## src/rtl/button_pulse_gen_pkg.sv

```systemverilog
// -----------------------------------------------------------------------------
// button_pulse_gen_pkg
//
// Shared definitions for the push-button pulse generator:
//   - repeat FSM state encoding (plain 2-bit constants so the encoding is
//     visible and stable for anything that probes the state register)
//   - default timing constants for the 27 MHz board clock
// -----------------------------------------------------------------------------
package button_pulse_gen_pkg;

  // Repeat FSM state encoding
  localparam logic [1:0] IDLE   = 2'd0;  // released, waiting for a press
  localparam logic [1:0] HOLD   = 2'd1;  // pressed, waiting for first repeat
  localparam logic [1:0] REPEAT = 2'd2;  // pressed, emitting periodic repeats

  // Default timing for the 27 MHz board clock
  localparam int unsigned DEF_DEBOUNCE_CYCLES      = 270_000;     // 10 ms
  localparam int unsigned DEF_REPEAT_DELAY_CYCLES  = 13_500_000;  // 500 ms
  localparam int unsigned DEF_REPEAT_PERIOD_CYCLES = 6_750_000;   // 250 ms
  localparam int unsigned DEF_CNT_WIDTH            = 24;

endpackage

```

## src/rtl/btn_debounce.sv

```systemverilog
// -----------------------------------------------------------------------------
// btn_debounce
//
// Two-flop synchroniser for the raw active-low button followed by a
// debounce counter. A new synchronised level is accepted only after it has
// differed from the current stable level for DEBOUNCE_CYCLES consecutive
// edges; any edge where they agree restarts the count.
//
// press_now / release_now are one-cycle flags that are high in the cycle
// *before* the edge on which stable flips. Registering them downstream
// therefore lands the downstream reaction on the same edge as the stable
// change, so stable, pressed and pulse all move together.
//
// Ports:
//   clk          in   system clock
//   reset        in   asynchronous, active-high
//   btn_n        in   raw button pin, asynchronous, 0 = pressed
//   stable       out  debounced level, 1 = released
//   press_now    out  stable goes pressed on the next edge
//   release_now  out  stable goes released on the next edge
// -----------------------------------------------------------------------------
module btn_debounce
  import button_pulse_gen_pkg::*;
#(
  parameter int unsigned DEBOUNCE_CYCLES = DEF_DEBOUNCE_CYCLES,
  parameter int unsigned CNT_WIDTH       = DEF_CNT_WIDTH
) (
  input  logic clk,
  input  logic reset,
  input  logic btn_n,
  output logic stable,
  output logic press_now,
  output logic release_now
);

  localparam logic [CNT_WIDTH-1:0] DB_LAST = CNT_WIDTH'(DEBOUNCE_CYCLES - 1);

  logic                 sync1;
  logic                 sync2;
  logic [CNT_WIDTH-1:0] db_cnt;
  logic                 differ;
  logic                 accept;

  // Synchroniser: both flops reset to the released level so that a button
  // held through reset is seen as a fresh press afterwards.
  always_ff @(posedge clk or posedge reset) begin
    if (reset) begin
      sync1 <= 1'b1;
      sync2 <= 1'b1;
    end else begin
      sync1 <= btn_n;
      sync2 <= sync1;
    end
  end

  assign differ      = (sync2 != stable);
  assign accept      = differ && (db_cnt == DB_LAST);
  assign press_now   = accept && !sync2;
  assign release_now = accept &&  sync2;

  // Debounce counter: cleared at terminal count, so it never wraps.
  always_ff @(posedge clk or posedge reset) begin
    if (reset) begin
      stable <= 1'b1;
      db_cnt <= '0;
    end else if (!differ) begin
      db_cnt <= '0;
    end else if (accept) begin
      stable <= sync2;
      db_cnt <= '0;
    end else begin
      db_cnt <= db_cnt + CNT_WIDTH'(1);
    end
  end

endmodule

```

## src/rtl/button_pulse_gen.sv

```systemverilog
// -----------------------------------------------------------------------------
// button_pulse_gen
//
// Turns a raw active-low push button into single-cycle `pulse` strobes for
// the RGB colour-state LED driver: one pulse per clean press and, when
// REPEAT_EN = 1, auto-repeat pulses while the button stays held (first after
// REPEAT_DELAY_CYCLES, then every REPEAT_PERIOD_CYCLES). Release never
// pulses, and a release landing on a repeat deadline suppresses that repeat.
//
// Ports:
//   clk        in   system clock
//   reset      in   asynchronous, active-high
//   btn_n      in   raw button pin, asynchronous, 0 = pressed
//   pulse      out  one-cycle strobe per accepted press or repeat
//   pressed    out  debounced level, 1 = held
//   repeating  out  1 while the FSM is in REPEAT
// -----------------------------------------------------------------------------
module button_pulse_gen
  import button_pulse_gen_pkg::*;
#(
  parameter int unsigned DEBOUNCE_CYCLES      = DEF_DEBOUNCE_CYCLES,
  parameter bit          REPEAT_EN            = 1'b1,
  parameter int unsigned REPEAT_DELAY_CYCLES  = DEF_REPEAT_DELAY_CYCLES,
  parameter int unsigned REPEAT_PERIOD_CYCLES = DEF_REPEAT_PERIOD_CYCLES,
  parameter int unsigned CNT_WIDTH            = DEF_CNT_WIDTH
) (
  input  logic clk,
  input  logic reset,
  input  logic btn_n,
  output logic pulse,
  output logic pressed,
  output logic repeating
);

  localparam logic [CNT_WIDTH-1:0] DELAY_LAST  = CNT_WIDTH'(REPEAT_DELAY_CYCLES - 1);
  localparam logic [CNT_WIDTH-1:0] PERIOD_LAST = CNT_WIDTH'(REPEAT_PERIOD_CYCLES - 1);

  logic                 stable;
  logic                 press_now;
  logic                 release_now;
  logic [1:0]           state;
  logic [CNT_WIDTH-1:0] hold_cnt;

  btn_debounce #(
    .DEBOUNCE_CYCLES (DEBOUNCE_CYCLES),
    .CNT_WIDTH       (CNT_WIDTH)
  ) u_debounce (
    .clk         (clk),
    .reset       (reset),
    .btn_n       (btn_n),
    .stable      (stable),
    .press_now   (press_now),
    .release_now (release_now)
  );

  assign pressed   = ~stable;
  assign repeating = (state == REPEAT);

  // Repeat FSM and pulse register. Release is checked first so it takes
  // priority over a repeat deadline falling on the same edge.
  always_ff @(posedge clk or posedge reset) begin
    if (reset) begin
      state    <= IDLE;
      hold_cnt <= '0;
      pulse    <= 1'b0;
    end else if (release_now) begin
      state    <= IDLE;
      hold_cnt <= '0;
      pulse    <= 1'b0;
    end else begin
      pulse <= 1'b0;
      case (state)
        IDLE: begin
          hold_cnt <= '0;
          if (press_now) begin
            pulse <= 1'b1;
            state <= HOLD;
          end
        end
        HOLD: begin
          if (!REPEAT_EN) begin
            hold_cnt <= '0;
          end else if (hold_cnt == DELAY_LAST) begin
            pulse    <= 1'b1;
            hold_cnt <= '0;
            state    <= REPEAT;
          end else begin
            hold_cnt <= hold_cnt + CNT_WIDTH'(1);
          end
        end
        REPEAT: begin
          if (hold_cnt == PERIOD_LAST) begin
            pulse    <= 1'b1;
            hold_cnt <= '0;
          end else begin
            hold_cnt <= hold_cnt + CNT_WIDTH'(1);
          end
        end
        default: begin
          state    <= IDLE;
          hold_cnt <= '0;
        end
      endcase
    end
  end

endmodule

```

## config.mk

```make
export PLATFORM = sky130hd
export DESIGN_NAME = button_pulse_gen
export DESIGN_NICKNAME = d
export VERILOG_FILES = /design/src/rtl/button_pulse_gen_pkg.sv /design/src/rtl/btn_debounce.sv /design/src/rtl/button_pulse_gen.sv
export SDC_FILE = /design/constraint.sdc
export NUM_CORES = 1
export LEC_CHECK = 0
export CAP_MARGIN = 15
export CORE_UTILIZATION = 40
export CTS_CLUSTER_DIAMETER = 200
export DETAILED_ROUTE_END_ITERATION = 8
export PLACE_DENSITY = 0.57
export SETUP_SLACK_MARGIN = 0.02
export SYNTH_ARGS = -nofsm -noshare
export SYNTH_HDL_FRONTEND = slang
export SYNTH_HIERARCHICAL = 1
export SYNTH_SLANG_ARGS = --single-unit
```

## constraint.sdc

```tcl
create_clock -name clk -period 4.8 [get_ports clk]
set_input_delay 0.72 -clock clk [delete_from_list [all_inputs] [get_ports clk]]
set_output_delay 0.72 -clock clk [all_outputs]
set_load 0.02 [all_outputs]
```

==> results of run 1 <==
how the worst min path moves through the flow:
stage	from	to	slack (ps)	cells after the start
final	u_debounce/sync1	u_debounce/sync2	360	0
after global routing	u_debounce/sync1	u_debounce/sync2	370	0
after CTS	u_debounce/sync1	u_debounce/sync2	360	0
after detailed placement	u_debounce/sync1	u_debounce/sync2	350	0
after global placement	u_debounce/sync1	u_debounce/sync2	350	0
after floorplan	u_debounce/sync1	u_debounce/sync2	350	0
per-stage QoR:
step           worst slack [ps]  power, mW  hold WS, ps
2_1_floorplan              2640      0.485          345
3_3_place_gp               2390      0.490          352
3_5_place_dp               2370      0.490          347
4_1_cts                    2270      0.800          364
5_1_grt                    2180      0.825          369
6_report                   2280      0.792          362
cells by family (layout without fill, tap and decap cells):
logic type,count (synthesis),after routing,share of synthesized area (%)
AOI/OAI and AO/OA,27,27,7.62
xor gates and xnor gates,36,36,10.8
adders and majority gates,7,7,3.01
buffers and inverters,19,28,3.27
DFF,54,54,46.6
and+or+nand+nor,151,151,28.6
synthesized netlist by cell type (all sizes together):
library cell / n
ha: 7
nand4: 11
clkbuf: 1
a221oi: 1
o211ai: 1
nand4b: 1
nand4bb: 1
nand2b: 3
and4: 4
nor3b: 1
xor2: 11
o311ai: 1
o31a: 1
nor3: 8
o41ai: 1
or4: 7
or4b: 2
nor2: 48
nor4b: 3
nor2b: 1
xnor2: 25
inv: 13
nor4: 12
nand2: 19
o311a: 1
and3: 5
o21bai: 1
a21oi: 8
dfstp: 3
o41a: 1
nor4bb: 1
buf: 5
dfrtp: 51
or2: 3
or3: 5
o31ai: 3
o21ai: 8
nand3: 16
sequential cells by signal, summed over array words and instances, names as in the netlist:
signal             cells
u_debounce/db_cnt     24
state                  2
u_debounce/sync1       1
u_debounce/stable      1
pulse                  1
u_debounce/sync2       1
hold_cnt              24
routing by layer:
layer | part of all wire, % | vias to the layer above | track usage (%)
met4 | 0.99 | 0 | 5.66
li1 | - | 1054 | -
met2 | 44 | 23 | 23.2
met1 | 52 | 1015 | 22.0
met5 | 0 | - | 0
met3 | 2.9 | 5 | 3.51
power groups by stage:
stage               sequential [mW]  combinational, mW  clock, mW
global placement              0.470             0.0199          0
detailed placement            0.470             0.0200          0
finish                        0.461             0.0230      0.308
global route                  0.462             0.0267      0.337
CTS                           0.462             0.0200      0.318
floorplan                     0.470             0.0149          0
placed cells by master (no fill, tap or decap), drive strengths merged, types with 3 or more instances in the layout:
cell type / count
xnor2: 25
or2: 3
nor4b: 3
nor2: 48
o31ai: 3
a21oi: 8
xor2: 11
o21ai: 8
nand2b: 3
nor4: 12
dfstp: 3
ha: 7
or4: 7
and3: 5
nor3: 8
dfrtp: 51
inv: 13
nand4: 11
clkdlybuf4s50: 5
and4: 4
or3: 5
clkbuf: 6
nand2: 19
nand3: 16
final cells by class:
| class | count | area share, % |
|---|---|---|
| clock buffer | 6 | 2.28 |
| clock inverter | 2 | 1.18 |
| inverter | 13 | 1.53 |
| multi-input combinational | 221 | 45.8 |
| sequential | 54 | 42.6 |
| tap | 96 | 3.77 |
| timing repair buffer | 7 | 2.91 |
==> flow_summary.ini, run 1 <==
[global_routing]
gr-usage-all-layers_pct = 15.6
grt_max_degree = 28
grt_first_pass_wirelength_um = 9290
grt_antenna_before_repair = 0
grt_overflow = 0
grt_pass1_vias = 1955

[timing]
rsz0062_at_grt = no
fin_crit_sh_pct = 52.4
slew-limit-headroom_pct = 55.0
tightest_slew_ps = 672
setup_viol = 0
fin_tns_setup_ps = 0
skew_ps = 10.5
fmax_mhz = 397
hold_violations = 0
period_minus_slack_ps = 2520
final-max-slew-violation-count = 0

[routing]
viasPerCell = 5.26
wl_um = 5430
vias = 2097
ant_nets = 0
firstDrtPassIters = 4
wire_per_inst_um = 13.6
route.detailed.drc = 0
drt_iter0_markers = 66

[cells_and_area]
multiInputGateArea_um2 = 1460
filler_cell_count = 677
ff_latch_area_um2 = 1360
final_area_um2 = 3180
antenna-diode-count = 0
fin_cells = 399
areaGrowthSynthToFinish_pct = 9.51
drive_gt1_share_pct = 9.24
finalNetCount = 312
fin_util_pct = 46.1

[critical_path]
cp_num_buf_inv = 2
cp.required_ps = 4080
start_kind = register
rr_worst_depth = 6
regToRegSetupSlack_ps = 2400
max_stage_delay_ps = 650
startpoint = state[0]
critPathArrivalTime_ps = 1800
cp_max_fo = 7
worstSetupEndpoint = repeating
crit_path_end_kind = primary output
rr_startpoint = hold_cnt[0]
critPathKind = reg -> out
path_cells = inv_1 > ha_1 > clkdlybuf4s50_1
cp_top_family = buffers and inverters
r2r-end = hold_cnt[20]
slowest_stage = clkdlybuf4s50_1
crit_cells = 3

[floorplan]
die_w_um = 87.2
die_area_um2 = 7610
boundaryPins = 6
initial_core_util_pct = 42.1
rows = 30
die_y_um = 87.2
coreArea_um2 = 6910

[clock_tree]
hold_buffers = 0
post_cts_resized = 0
post-cts-setup-buffer-count = 0
cts_tree = yes
clk_pin_slew_worst_paths_ps = 100
cts_buffers = 5
htree_levels = 2
clockBufferDepth = 2
clock-sinks = 54
clockRootBuffer = clkbuf_8
clock_latency_ps = 310

[synth]
synthTopCellsByArea = dfrtp_1 (44%), xnor2_1 (7.5%), nor2_1 (6.2%)
synth_top_area_share_pct = 43.9
syn_area_um2 = 2910
syn_area_per_cell_um2 = 9.89
netlist_instances = 294
yosysTopAreaCell = dfrtp_1
yosysUniqueCellTypes = 49
ys_warn_count = 6
yosysSeqAreaShare_pct = 46.6
synth.net_count = 304
synth-seq-cells = 54

[pwr]
p_int_mw = 0.622
switchingPower_mw = 0.170
power_frac_seq_pct = 58.3
ir_worst_vdd_mv = 0.0898
clockPowerShare_pct = 38.8
pwr-share-comb_pct = 2.9
switching_share_pct = 21.5
cellPowerDensity_nw_per_um2 = 249
p_leak_nw = 1.17

[hold_path]
hp-class = reg -> reg

[placed_design]
postPlaceCellArea_um2 = 3030
place_congestion = 0.761
placed_cells = 389
hpwl_um = 3830
port_buffers = 5

[run]
cap_violations = 0

[status]
outcome = complete, no violations
Power figures use the tool's default switching activity.
==> run 2, diff against run 1 <==
--- a/config.mk
+++ b/config.mk
@@ -9,7 +9,7 @@
 export CORE_UTILIZATION = 40
 export CTS_CLUSTER_DIAMETER = 200
 export DETAILED_ROUTE_END_ITERATION = 8
-export PLACE_DENSITY = 0.57
+export PLACE_DENSITY = 0.59
 export SETUP_SLACK_MARGIN = 0.02
 export SYNTH_ARGS = -nofsm -noshare
 export SYNTH_HDL_FRONTEND = slang
==> constraint.sdc (replaced) <==
create_clock -name clk -period 2 [get_ports clk]
set_input_delay 0.3 -clock clk [delete_from_list [all_inputs] [get_ports clk]]
set_output_delay 0.3 -clock clk [all_outputs]
set_load 0.02 [all_outputs]
==> flow_summary.ini, run 2 (synthesis results as in run 1) <==
[pwr]
p_leak_nw = 1.46
total_power_mw = 1.88
ir_worst_vdd_mv = 0.261
cellPowerDensity_nw_per_um2 = 517

[floorplan]
boundaryPins = 6
die_w_um = 87.2
die_area_um2 = 7610
die_y_um = 87.2
rows = 30
coreArea_um2 = 6910
initial_core_util_pct = 42.1

[clock_tree]
clockBufferDepth = 2
cts_tree = yes
clk_pin_slew_worst_paths_ps = 90
clockRootBuffer = clkbuf_8
clock-sinks = 54
hold_buffers = 0
htree_levels = 2
cts_buffers = 5
clock_latency_ps = 310

[critical_path]
critPathKind = reg -> reg
critPathArrivalTime_ps = 2370
cp_top_family = simple AND/OR/NAND/NOR gates
cp_max_fo = 3
startpoint = u_debounce/db_cnt[14]
rr_startpoint = u_debounce/db_cnt[14]
regToRegSetupSlack_ps = -190
cp.required_ps = 2180
r2r-end = state[1]
start_kind = register
max_stage_delay_ps = 510
path_cells = or4_1 > or3_4 > nor3_4 > nor2b_2 > o311ai_2 > o41ai_2
rr_worst_depth = 6
slowest_stage = or4_1
cp_num_buf_inv = 0
crit_path_end_kind = register

[timing]
tightest_slew_ps = 462
rsz0062_at_grt = yes
holdWs_ps = 363
fmax_mhz = 457
final-max-slew-violation-count = 0
skew_ps = 6.30
fin_ws_ps = -190
fin_tns_setup_ps = -5610
hold_violations = 0
fin_crit_sh_pct = 109
period_minus_slack_ps = 2190
slew-limit-headroom_pct = 69.2
setup_viol = 49

[cells_and_area]
fin_cells = 447
final_cell_mix = dfrtp_1 (51), nor2_1 (44), buf_4 (44), xnor2_1 (25), nand2_1 (19)
filler_cell_count = 657
final_common_cell = dfrtp_1
antenna-diode-count = 0
top_regs = hold_cnt (24), u_debounce/db_cnt (24), state (2)
final_area_um2 = 3640
finalNetCount = 360
areaGrowthSynthToFinish_pct = 25.1
drive_gt1_share_pct = 26.2

[routing]
wire_per_inst_um = 13.8
route.detailed.drc = 0
viasPerCell = 5.12
ant_nets = 0
wl_um = 6170
drt_iter0_markers = 116
firstDrtPassIters = 4
vias = 2287

[placed_design]
placed_cells = 433
place_congestion = 0.816
port_buffers = 5
hpwl_um = 4180
postPlaceCellArea_um2 = 3410

[global_routing]
grt_first_pass_wirelength_um = 10500
grt_antenna_before_repair = 0
grt_pass1_vias = 2153
gr-usage-all-layers_pct = 17.9
grt_max_degree = 28
grt_overflow = 0

[status]
outcome = complete, but fails checks
violations = setup timing

[hold_path]
hold_depth = 0
hold_start = u_debounce/sync1
hold_end = u_debounce/sync2
hp-class = reg -> reg

[run]
cap_violations = 0
[run 2: changes by cell type in the layout (fill, tap and decap cells not counted), sizes merged]
cell           delta
bufinv            -1
dlygate4sd2       +1
buf              +48
clkbuf            +2
clkdlybuf4s50     -1
clkinvlp          -1
[run 2: cell type report]
class	instances	area (um^2)	area share (%)
Multi-Input combinational cell	221	1530	42.1
Tap cell	96	120	3.30
Timing Repair Buffer	55	473	13.0
Inverter	13	48.8	1.34
Sequential cell	54	1360	37.3
Clock buffer	8	110	3.03
[run 2: worst max path at each step]
stage	end	slack, ps	cells after the start
2_1_floorplan	state[1]	0.6	6
4_1_cts	state[1]	-60	6
5_1_grt	state[1]	-280	6
6_report	state[1]	-190	6
3_5_place_dp	state[1]	-70	6
3_3_place_gp	state[1]	1	6
[run 2: what timing repair did]
| action | 4_1_cts | 5_1_grt |
|---|---|---|
| gates resized for setup | 5 | 12 |
| buffers inserted | 4 | 5 |
| setup endpoints to repair | 27 | 51 |
| pin swaps | 2 | 5 |
[run 2: power by group]
part	switching [mW]	internal (mW)	leakage, nW
combinational	0.0412	0.0230	0.665
clock	0.356	0.350	0.0575
sequential	0.00781	1.10	0.742
[run 2: through the flow]
| stage | utilization [%] | setup WS (ps) |
|---|---|---|
| 2_1_floorplan | - | 0.562 |
| 3_5_place_dp | 49.3 | -72.0 |
| 6_report | 52.6 | -190 |
| 5_1_grt | 52.6 | -282 |
| 4_1_cts | 51.5 | -56.0 |
| 3_3_place_gp | 49.3 | 1.21 |
[run 2: routing by layer]
layer | part of all wire (%) | wire (um) | GRT usage, %
met2 | 45 | 2790 | 26.8
met3 | 2.9 | 179 | 3.79
met1 | 51 | 3130 | 25.8
met4 | 1.2 | 74 | 5.37
met5 | 0 | 0 | 0
